===== config.mk =====
export PLATFORM = sky130hd
export DESIGN_NAME = sysarray_seq
export DESIGN_NICKNAME = d
export VERILOG_FILES = /design/src/rtl/sysarray_seq.sv
export SDC_FILE = /design/constraint.sdc
export NUM_CORES = 1
export LEC_CHECK = 0
export BUFFER_PORTS_ARGS = -buffer_cell sky130_fd_sc_hd__buf_2
export CORE_MARGIN = 4
export CORE_UTILIZATION = 30
export CTS_BUF_LIST = sky130_fd_sc_hd__clkbuf_4 sky130_fd_sc_hd__clkbuf_8
export DETAILED_ROUTE_END_ITERATION = 12
export PLACE_DENSITY_LB_ADDON = 0.05
export SKIP_CTS_REPAIR_TIMING = 1
export SYNTH_ARGS = -nofsm -noshare
export SYNTH_HDL_FRONTEND = slang
export SYNTH_SLANG_ARGS = --single-unit

===== constraint.sdc =====
create_clock -name clk -period 2.7 [get_ports clk]
set_input_delay 0.27 -clock clk [delete_from_list [all_inputs] [get_ports clk]]
set_output_delay 0.27 -clock clk [all_outputs]
set_load 0.1 [all_outputs]

===== src/rtl/sysarray_seq.sv =====
// sysarray_seq: fetches one K-long pass from the weight/feature buffers and drives the skewed systolic edges.
// Optional busy/stall performance counters are enabled by defining SYSSEQ_PERF_EN.
module sysarray_seq #(
  parameter int WL     = 32,
  parameter int ROWS   = 4,
  parameter int COLS   = 4,
  parameter int KMAXW  = 10,
  parameter int PIPDEP = 5
) (
  input  logic                 clk,
  input  logic                 rst_n,
  input  logic                 start,
  input  logic [KMAXW-1:0]     cfg_k,
  input  logic                 hold,
  output logic                 busy,
  output logic                 done,
  output logic                 err,
  output logic                 rd_en,
  output logic [KMAXW-1:0]     rd_addr,
  input  logic [ROWS*WL-1:0]   w_rdata,
  input  logic [COLS*WL-1:0]   f_rdata,
  output logic                 arr_ena,
  output logic [ROWS*WL-1:0]   arr_w,
  output logic [ROWS-1:0]      arr_wvalid,
  output logic [ROWS-1:0]      arr_wend,
  output logic [COLS*WL-1:0]   arr_f,
  output logic [COLS-1:0]      arr_fvalid,
  output logic [COLS-1:0]      arr_fend
`ifdef SYSSEQ_PERF_EN
  ,
  output logic [31:0]          perf_active,
  output logic [31:0]          perf_stall
`endif
);

  localparam int D  = ROWS + COLS + PIPDEP;
  localparam int DW = $clog2(D + 1);

  typedef enum logic [1:0] {IDLE, FETCH, DRAIN, DONE} state_t;

  state_t           state_q, state_d;
  logic [KMAXW-1:0] k_q, k_d;
  logic [KMAXW-1:0] kmax_q, kmax_d;
  logic [KMAXW-1:0] addr_q, addr_d;
  logic [DW-1:0]    dcnt_q, dcnt_d;
  logic             err_q, err_d;
  logic             rd_vld_q, rd_vld_d;
  logic             rd_end_q, rd_end_d;
  logic             issue;

  always_ff @(posedge clk or negedge rst_n) begin
    if (!rst_n) begin
      state_q  <= IDLE;
      k_q      <= '0;
      kmax_q   <= '0;
      addr_q   <= '0;
      dcnt_q   <= '0;
      err_q    <= 1'b0;
      rd_vld_q <= 1'b0;
      rd_end_q <= 1'b0;
    end else begin
      state_q  <= state_d;
      k_q      <= k_d;
      kmax_q   <= kmax_d;
      addr_q   <= addr_d;
      dcnt_q   <= dcnt_d;
      err_q    <= err_d;
      rd_vld_q <= rd_vld_d;
      rd_end_q <= rd_end_d;
    end
  end

  always_comb begin
    state_d = state_q;
    k_d     = k_q;
    kmax_d  = kmax_q;
    dcnt_d  = dcnt_q;
    err_d   = 1'b0;
    issue   = 1'b0;
    case (state_q)
      IDLE: begin
        if (start) begin
          if (cfg_k < KMAXW'(2)) begin
            err_d = 1'b1;
          end else begin
            kmax_d  = cfg_k;
            k_d     = '0;
            dcnt_d  = '0;
            state_d = FETCH;
          end
        end
      end
      FETCH: begin
        if (!hold) begin
          issue = 1'b1;
          if (k_q == kmax_q - KMAXW'(1)) state_d = DRAIN;
          else                           k_d     = k_q + KMAXW'(1);
        end
      end
      DRAIN: begin
        if (!hold) begin
          if (dcnt_q == DW'(D - 1)) state_d = DONE;
          else                      dcnt_d  = dcnt_q + DW'(1);
        end
      end
      default: state_d = IDLE;
    endcase
    // Read data lands one cycle after rd_en; these flags travel with it.
    rd_vld_d = hold ? rd_vld_q : issue;
    rd_end_d = hold ? rd_end_q : (issue & (k_q != '0));
    addr_d   = issue ? k_q : addr_q;
  end

  assign rd_en   = issue;
  assign rd_addr = issue ? k_q : addr_q;
  assign busy    = (state_q != IDLE);
  assign done    = (state_q == DONE);
  assign err     = err_q;
  assign arr_ena = rst_n & ~hold;

  // Lane gi: stage-0 register followed by gi skew registers.
  for (genvar gi = 0; gi < ROWS; gi++) begin : g_row
    logic [WL-1:0] d_q [gi+1];
    logic [gi:0]   v_q;
    logic [gi:0]   e_q;
    always_ff @(posedge clk or negedge rst_n) begin
      if (!rst_n) begin
        for (int j = 0; j <= gi; j++) d_q[j] <= '0;
        v_q <= '0;
        e_q <= '0;
      end else if (!hold) begin
        d_q[0] <= w_rdata[gi*WL +: WL];
        v_q[0] <= rd_vld_q;
        e_q[0] <= rd_end_q;
        for (int j = 1; j <= gi; j++) begin
          d_q[j] <= d_q[j-1];
          v_q[j] <= v_q[j-1];
          e_q[j] <= e_q[j-1];
        end
      end
    end
    assign arr_w[gi*WL +: WL] = d_q[gi];
    assign arr_wvalid[gi]     = v_q[gi];
    assign arr_wend[gi]       = e_q[gi];
  end

  for (genvar gi = 0; gi < COLS; gi++) begin : g_col
    logic [WL-1:0] d_q [gi+1];
    logic [gi:0]   v_q;
    logic [gi:0]   e_q;
    always_ff @(posedge clk or negedge rst_n) begin
      if (!rst_n) begin
        for (int j = 0; j <= gi; j++) d_q[j] <= '0;
        v_q <= '0;
        e_q <= '0;
      end else if (!hold) begin
        d_q[0] <= f_rdata[gi*WL +: WL];
        v_q[0] <= rd_vld_q;
        e_q[0] <= rd_end_q;
        for (int j = 1; j <= gi; j++) begin
          d_q[j] <= d_q[j-1];
          v_q[j] <= v_q[j-1];
          e_q[j] <= e_q[j-1];
        end
      end
    end
    assign arr_f[gi*WL +: WL] = d_q[gi];
    assign arr_fvalid[gi]     = v_q[gi];
    assign arr_fend[gi]       = e_q[gi];
  end

`ifdef SYSSEQ_PERF_EN
  logic [31:0] perf_active_q, perf_stall_q;
  logic        accept;

  assign accept = (state_q == IDLE) & start & (cfg_k >= KMAXW'(2));

  always_ff @(posedge clk or negedge rst_n) begin
    if (!rst_n) begin
      perf_active_q <= '0;
      perf_stall_q  <= '0;
    end else if (accept) begin
      perf_active_q <= '0;
      perf_stall_q  <= '0;
    end else if (busy) begin
      if (hold) begin
        if (perf_stall_q != 32'hFFFF_FFFF) perf_stall_q <= perf_stall_q + 32'd1;
      end else begin
        if (perf_active_q != 32'hFFFF_FFFF) perf_active_q <= perf_active_q + 32'd1;
      end
    end
  end

  assign perf_active = perf_active_q;
  assign perf_stall  = perf_stall_q;
`endif

endmodule


==> flow_metrics.py, run 1 <==
metrics = {
    "run_status": {
        "status": "finished clean",
    },
    "logic_synthesis": {
        "synth_enable_flop_cells": 0,
        "yosys_most_used_dff": "sky130_fd_sc_hd__dfrtp_1",
        "synth.avg_cell_area_um2": 15.33,
        "synth-warning-count": 0,
        "postSynthRegisterBits": 687,
        "asyncSetResetFlopFracSynth_pct": 100.0,
        "syn_inst": 1800,
        "ys_seq_area_share_pct": 62.29,
        "yosys.cell_types.count": 54,
        "synthesis.area_um2": 27600,
        "mappedNetlistNets": 2079,
    },
    "critical_path": {
        "crit_path_max_fanout": 9,
        "worst_r2r_endpoint": "state_q[1]",
        "critPathRequiredTime_ps": 2430,
        "startpoint_type": "flip-flop",
        "crit_arrival_ps": 2250,
        "critPathCaptureType": "output port",
        "reg2reg_depth": 10,
        "timing.setup.critical_path_class": "reg2out",
        "worst_r2r_startpoint": "kmax_q[0]",
        "r2r_setup_slack_ps": 190,
    },
    "global_routing": {
        "vias_in_the_first_global_route": 16780,
        "grt_max_degree": 159,
        "grt.total_usage_pct": 13.33,
        "grt-ovfl-total": 0,
        "initial_antenna_violation_count": 7,
        "grt_first_pass_wirelength_mm": 100.6,
    },
    "clock_tree": {
        "clk_latency_worst_skew_pair_ps": 770,
        "clk_pin_slew_ps": 50,
        "ctsLongestPathBuffers": 3,
        "clock_tree_from_tritoncts": "yes",
        "numCtsBuffers": 131,
        "htree_levels": 4,
        "cts.root.buffer_cell": "sky130_fd_sc_hd__clkbuf_8",
        "clkSinkCount": 687,
    },
    "timing": {
        "tightestPinTransition_ps": 873.8,
        "slew_headroom_pct": 41.75,
        "period_share_pct": 93.18,
        "setup_viol": 0,
        "final_worst_path_period_need_ps": 2516,
        "maxSlewViolCount": 0,
        "clock_tree_skew_after_final_layout_ps": 30.64,
        "timing.final.ws_setup_ps": 184.1,
        "timing_hold_violations_final": 0,
        "maxClockFrequency_mhz": 397.5,
    },
    "detailed_routing": {
        "detail_route.wirelength_mm": 65.14,
        "detail_route.drc_violations": 0,
        "routed_via_density": 4.298,
        "detail_route.wl_per_cell_um": 17.24,
        "drt_iter0_drc": 422,
        "route.antenna.remaining_nets": 0,
        "route.vias.total": 16240,
        "drt_pass1_iterations": 4,
    },
    "placement": {
        "post-place-ws_ps": 164.7,
        "place.port_buffers": 556,
        "gp_congestion": 0.7478,
        "hpwl_mm": 44.18,
    },
    "layout": {
        "final_common_cell": "sky130_fd_sc_hd__dfrtp_1",
        "number_of_fill_cells_in_the_layout": 8671,
        "fin_nets": 2788,
        "drive_above_1_share_pct": 57.20,
        "area_growth_syn_to_layout_pct": 30.36,
        "layout.cells.most_common_list": "687 x sky130_fd_sc_hd__dfrtp_1, 662 x sky130_fd_sc_hd__mux2_2, 543 x sky130_fd_sc_hd__buf_2",
    },
    "power_and_ir_drop": {
        "finalPower_w": 0.03403,
        "powerDensity_nw_per_um2": 945.9,
        "p_leak_nw": 16.15,
        "irDropWorstVdd_mv": 0.5117,
    },
    "floorplanning": {
        "floorplan.io_pins": 557,
        "rows": 110,
        "dieHeight_um": 311.3,
        "die-area_um2": 96910,
        "die_width_um": 311.3,
        "floorplan.initialDensity_pct": 30.43,
        "core_area_um2": 90700,
    },
    "min_path": {
        "min_path_type": "in2async",
    },
    "flow_run": {
        "cap_viol_max_count": 0,
    },
}
[power breakdown]
group | internal, W | switching (W) | leakage (nW) | total [W]
Sequential | 0.0119 | 0.000883 | 8.13 | 0.0128
Combinational | 0.00276 | 0.00815 | 6.62 | 0.0109
Clock | 0.00596 | 0.00433 | 1.41 | 0.0103
Total | 0.0207 | 0.0134 | 16.2 | 0.0340
[synth_stat cells, types with 3 or more instances]
| library cell | n | area share [%] |
|---|---|---|
| sky130_fd_sc_hd__inv_1 | 13 | 0.18 |
| sky130_fd_sc_hd__nand3_1 | 8 | 0.15 |
| sky130_fd_sc_hd__buf_1 | 7 | 0.095 |
| sky130_fd_sc_hd__nor4_1 | 4 | 0.091 |
| sky130_fd_sc_hd__nor3_1 | 5 | 0.091 |
| sky130_fd_sc_hd__clkbuf_1 | 71 | 0.97 |
| sky130_fd_sc_hd__a21oi_1 | 3 | 0.054 |
| sky130_fd_sc_hd__nand2b_1 | 3 | 0.068 |
| sky130_fd_sc_hd__nand2_1 | 30 | 0.41 |
| sky130_fd_sc_hd__dfrtp_1 | 687 | 62 |
| sky130_fd_sc_hd__nor2_1 | 7 | 0.095 |
| sky130_fd_sc_hd__ha_1 | 9 | 0.41 |
| sky130_fd_sc_hd__buf_4 | 202 | 5.5 |
| sky130_fd_sc_hd__nor2b_1 | 5 | 0.11 |
| sky130_fd_sc_hd__xor2_1 | 3 | 0.095 |
| sky130_fd_sc_hd__nand4_1 | 5 | 0.11 |
| sky130_fd_sc_hd__o21ai_0 | 19 | 0.34 |
| sky130_fd_sc_hd__mux2_2 | 662 | 27 |
| sky130_fd_sc_hd__a31oi_1 | 4 | 0.091 |
| sky130_fd_sc_hd__xnor2_1 | 7 | 0.22 |
| sky130_fd_sc_hd__o31ai_1 | 3 | 0.082 |
[area by class of cell]
cell class | instances | area (µm²) | share of cell area, %
clock inverter | 17 | 141.4 | 0.3930
antenna | 6 | 15.01 | 0.04173
multi-input combinational | 818 | 8554 | 23.78
tap | 1176 | 1471 | 4.090
clock buffer | 203 | 2506 | 6.966
timing repair buffer | 858 | 6043 | 16.80
inverter | 13 | 52.55 | 0.1461
sequential | 687 | 17190 | 47.79
[stage by stage]
step                      setup TNS (ps)  cell area (µm²)  util [%]  instances  hold WS (ps)
final                                  0            35980     39.66       3778         254.1
after global routing              -4.085            35980     39.66       3778         176.8
after CTS                          -2251            33150     36.55       3494        -714.3
after detailed placement               0            30510     33.63       3274         197.0
after global placement                 0            30510     33.63       3274         195.6
after floorplan                    -1668            27600         -       1800        -25.59
[registers in the layout, indices dropped and copies added, names as in the netlist, 10 cells and up]
signal / cells
g_col.d_q: 224
g_row.d_q: 224
arr_w: 96
addr_q: 10
kmax_q: 10
arr_f: 96
k_q: 10
[layer usage]
metal | wire [µm] | vias up | track usage [%]
li1 | - | 7518 | -
met1 | 25450 | 8184 | 14.38
met2 | 33120 | 401 | 22.90
met3 | 4846 | 131 | 5.888
met4 | 1703 | 2 | 5.403
met5 | 13 | - | 0
[kinds of logic (layout without fill, tap and decap cells)]
logic type	count (synthesis)	after routing	share of synthesized area, %
flops	687	687	62.29
mux	667	667	27.25
other cells	0	6	0
fa+ha+maj	9	9	0.4080
xor+xnor	10	10	0.3174
simple gates	89	89	1.850
compound gates	43	43	1.084
buf+inv	295	1091	6.801
[worst max-delay path: stages, from the launching register on]
cell and delay [ps]:
sky130_fd_sc_hd__dfrtp_1 420, sky130_fd_sc_hd__inv_1 110, sky130_fd_sc_hd__ha_2 220, sky130_fd_sc_hd__nand2b_4 120, sky130_fd_sc_hd__buf_4 190, sky130_fd_sc_hd__o21ai_2 200, sky130_fd_sc_hd__buf_12 220
[how the worst max path moves through the flow]
| stage | from | endpoint | slack [ps] | depth (start not counted) |
|---|---|---|---|---|
| floorplan | state_q[1] | addr_q[4] | -210 | 7 |
| global placement | kmax_q[0] | state_q[1] | 190 | 10 |
| detailed placement | kmax_q[0] | state_q[1] | 160 | 10 |
| CTS | state_q[1] | rd_addr[4] | -290 | 6 |
| global route | state_q[1] | rd_addr[4] | -4 | 6 |
| finish | state_q[1] | rd_addr[1] | 180 | 6 |
Note: power is estimated with default switching activity, not from simulation.
==> inputs of run 2 (changes only) <==
--- a/config.mk
+++ b/config.mk
@@ -6,8 +6,8 @@
 export NUM_CORES = 1
 export LEC_CHECK = 0
 export BUFFER_PORTS_ARGS = -buffer_cell sky130_fd_sc_hd__buf_2
-export CORE_MARGIN = 4
-export CORE_UTILIZATION = 30
+export CORE_MARGIN = 3
+export CORE_UTILIZATION = 35
 export CTS_BUF_LIST = sky130_fd_sc_hd__clkbuf_4 sky130_fd_sc_hd__clkbuf_8
 export DETAILED_ROUTE_END_ITERATION = 12
 export PLACE_DENSITY_LB_ADDON = 0.05
==> flow_metrics.py, run 2 (same netlist as run 1, synthesis figures left out) <==
metrics = {
    "power_and_ir_drop": {
        "seq_power_share_pct": 37.2,
        "finalPower_w": 0.03446,
        "p_leak_nw": 16.29,
        "switchingPower_w": 0.01344,
        "irDropWorstVdd_mv": 0.5559,
        "sw_frac_of_total_pct": 38.99,
        "power_frac_clock_pct": 31.2,
        "pwr-share-comb_pct": 31.6,
        "powerDensity_nw_per_um2": 956.8,
        "internal_power_component_w": 0.02103,
    },
    "floorplanning": {
        "core_area_um2": 77720,
        "floorplan.io_pins": 557,
        "rows": 102,
        "dieHeight_um": 286.8,
        "floorplan.initialDensity_pct": 35.51,
        "die-area_um2": 82260,
        "die_width_um": 286.8,
    },
    "timing": {
        "hold_slack_ps": 280.3,
        "rsz0062_at_grt": "true",
        "period_share_pct": 95.81,
        "clock_tree_skew_after_final_layout_ps": 21.75,
        "timing_hold_violations_final": 0,
        "final_worst_path_period_need_ps": 2587,
        "setup_viol": 0,
        "tightestPinTransition_ps": 988.5,
        "maxClockFrequency_mhz": 386.6,
        "maxSlewViolCount": 0,
        "slew_headroom_pct": 34.10,
    },
    "detailed_routing": {
        "detail_route.wirelength_mm": 62.37,
        "route.vias.total": 16300,
        "routed_via_density": 4.458,
        "drt_pass1_iterations": 4,
        "detail_route.drc_violations": 0,
        "detail_route.wl_per_cell_um": 17.06,
        "route.antenna.remaining_nets": 0,
        "drt_iter0_drc": 466,
    },
    "global_routing": {
        "grt_max_degree": 165,
        "grt.total_usage_pct": 14.88,
        "vias_in_the_first_global_route": 16560,
        "grt-ovfl-total": 0,
        "initial_antenna_violation_count": 3,
        "grt_first_pass_wirelength_mm": 95.19,
    },
    "min_path": {
        "worst_hold_startpoint": "f_rdata[52]",
        "min_path_type": "in2reg",
    },
    "flow_run": {
        "cap_viol_max_count": 0,
    },
    "clock_tree": {
        "numCtsBuffers": 132,
        "clk_latency_worst_skew_pair_ps": 750,
        "clkSinkCount": 687,
        "cts.root.buffer_cell": "sky130_fd_sc_hd__clkbuf_8",
        "clk_pin_slew_ps": 60,
        "clock_tree_from_tritoncts": "yes",
        "htree_levels": 4,
        "ctsLongestPathBuffers": 3,
    },
    "critical_path": {
        "critPathRequiredTime_ps": 2430,
        "crit_arrival_ps": 2320,
        "critical_path.startpoint": "state_q[1]",
        "worst_r2r_startpoint": "kmax_q[0]",
        "critPathCaptureType": "output port",
        "timing.setup.critical_path_class": "reg2out",
        "startpoint_type": "flip-flop",
        "crit_path_max_fanout": 11,
    },
    "placement": {
        "place.port_buffers": 556,
        "gp_congestion": 0.7566,
        "hpwl_mm": 42.38,
        "placedInstanceArea_um2": 30380,
    },
    "layout": {
        "drive_above_1_share_pct": 57.71,
        "final_common_cell": "sky130_fd_sc_hd__dfrtp_1",
        "area_growth_syn_to_layout_pct": 30.52,
        "layout.cells.most_common_list": "686 x sky130_fd_sc_hd__dfrtp_1, 656 x sky130_fd_sc_hd__mux2_2, 542 x sky130_fd_sc_hd__buf_2",
        "fin_util_pct": 46.34,
        "layout.cell_area.non_filler_um2": 36020,
        "reg.largest.list": "g_col.d_q x224, g_row.d_q x224",
        "fin_nets": 2789,
    },
    "run_status": {
        "status": "finished clean",
    },
}
[run 2: final timing paths]
path                                    end  slack [ps]  cells after the start
max                              rd_addr[4]         110                      7
min                        g_col[1].d_q[52]         280                      3
max reg2reg                      state_q[1]         200                     10
min reg2reg                        rd_vld_q         480                      2
max in group asynchronous         arr_w[83]         890                      4
min in group asynchronous         arr_f[98]         580                      3
[run 2: area by class of cell]
| type | instances | area, µm² |
|---|---|---|
| repair buffers | 858 | 6036 |
| clock inverters | 20 | 171.4 |
| diodes | 3 | 7.507 |
| inverters | 13 | 52.55 |
| clock buffers | 217 | 2686 |
| multi-input cells | 818 | 8572 |
| well taps | 1040 | 1301 |
| fillers | 7055 | 41700 |
| flip-flops and latches | 687 | 17190 |
[run 2: routing by layer]
layer,GRT usage (%),vias to the layer above,routed length (µm)
met3,6.051,116,4341
met2,25.50,393,31940
met1,16.47,8243,24530
li1,-,7548,-
met4,5.855,0,1560
met5,0,-,0
[run 2: through the flow]
step	instances	worst slack [ps]	TNS [ps]
6_report	3656	113.1	0
5_1_grt	3656	-42.99	-118.5
4_1_cts	3380	-170.2	-1303
3_5_place_dp	3143	95.17	0
3_3_place_gp	3143	109.0	0
2_1_floorplan	1800	-210.5	-1668
[run 2: power by group through the flow]
stage                     Sequential, W  Combinational [W]  Clock, W
after floorplan                  0.0137            0.00853         0
after global placement           0.0129             0.0105         0
after detailed placement         0.0130             0.0106         0
after CTS                        0.0129             0.0107    0.0113
after global routing             0.0131             0.0114    0.0117
final                            0.0128             0.0109    0.0107
[run 2: worst max-delay path, stage by stage, from the launching register on]
cell	delay, ps
sky130_fd_sc_hd__dfrtp_1	390
sky130_fd_sc_hd__inv_1	80
sky130_fd_sc_hd__ha_1	180
sky130_fd_sc_hd__buf_6	180
sky130_fd_sc_hd__nand2b_4	70
sky130_fd_sc_hd__clkbuf_4	180
sky130_fd_sc_hd__o21ai_1	280
sky130_fd_sc_hd__buf_12	220
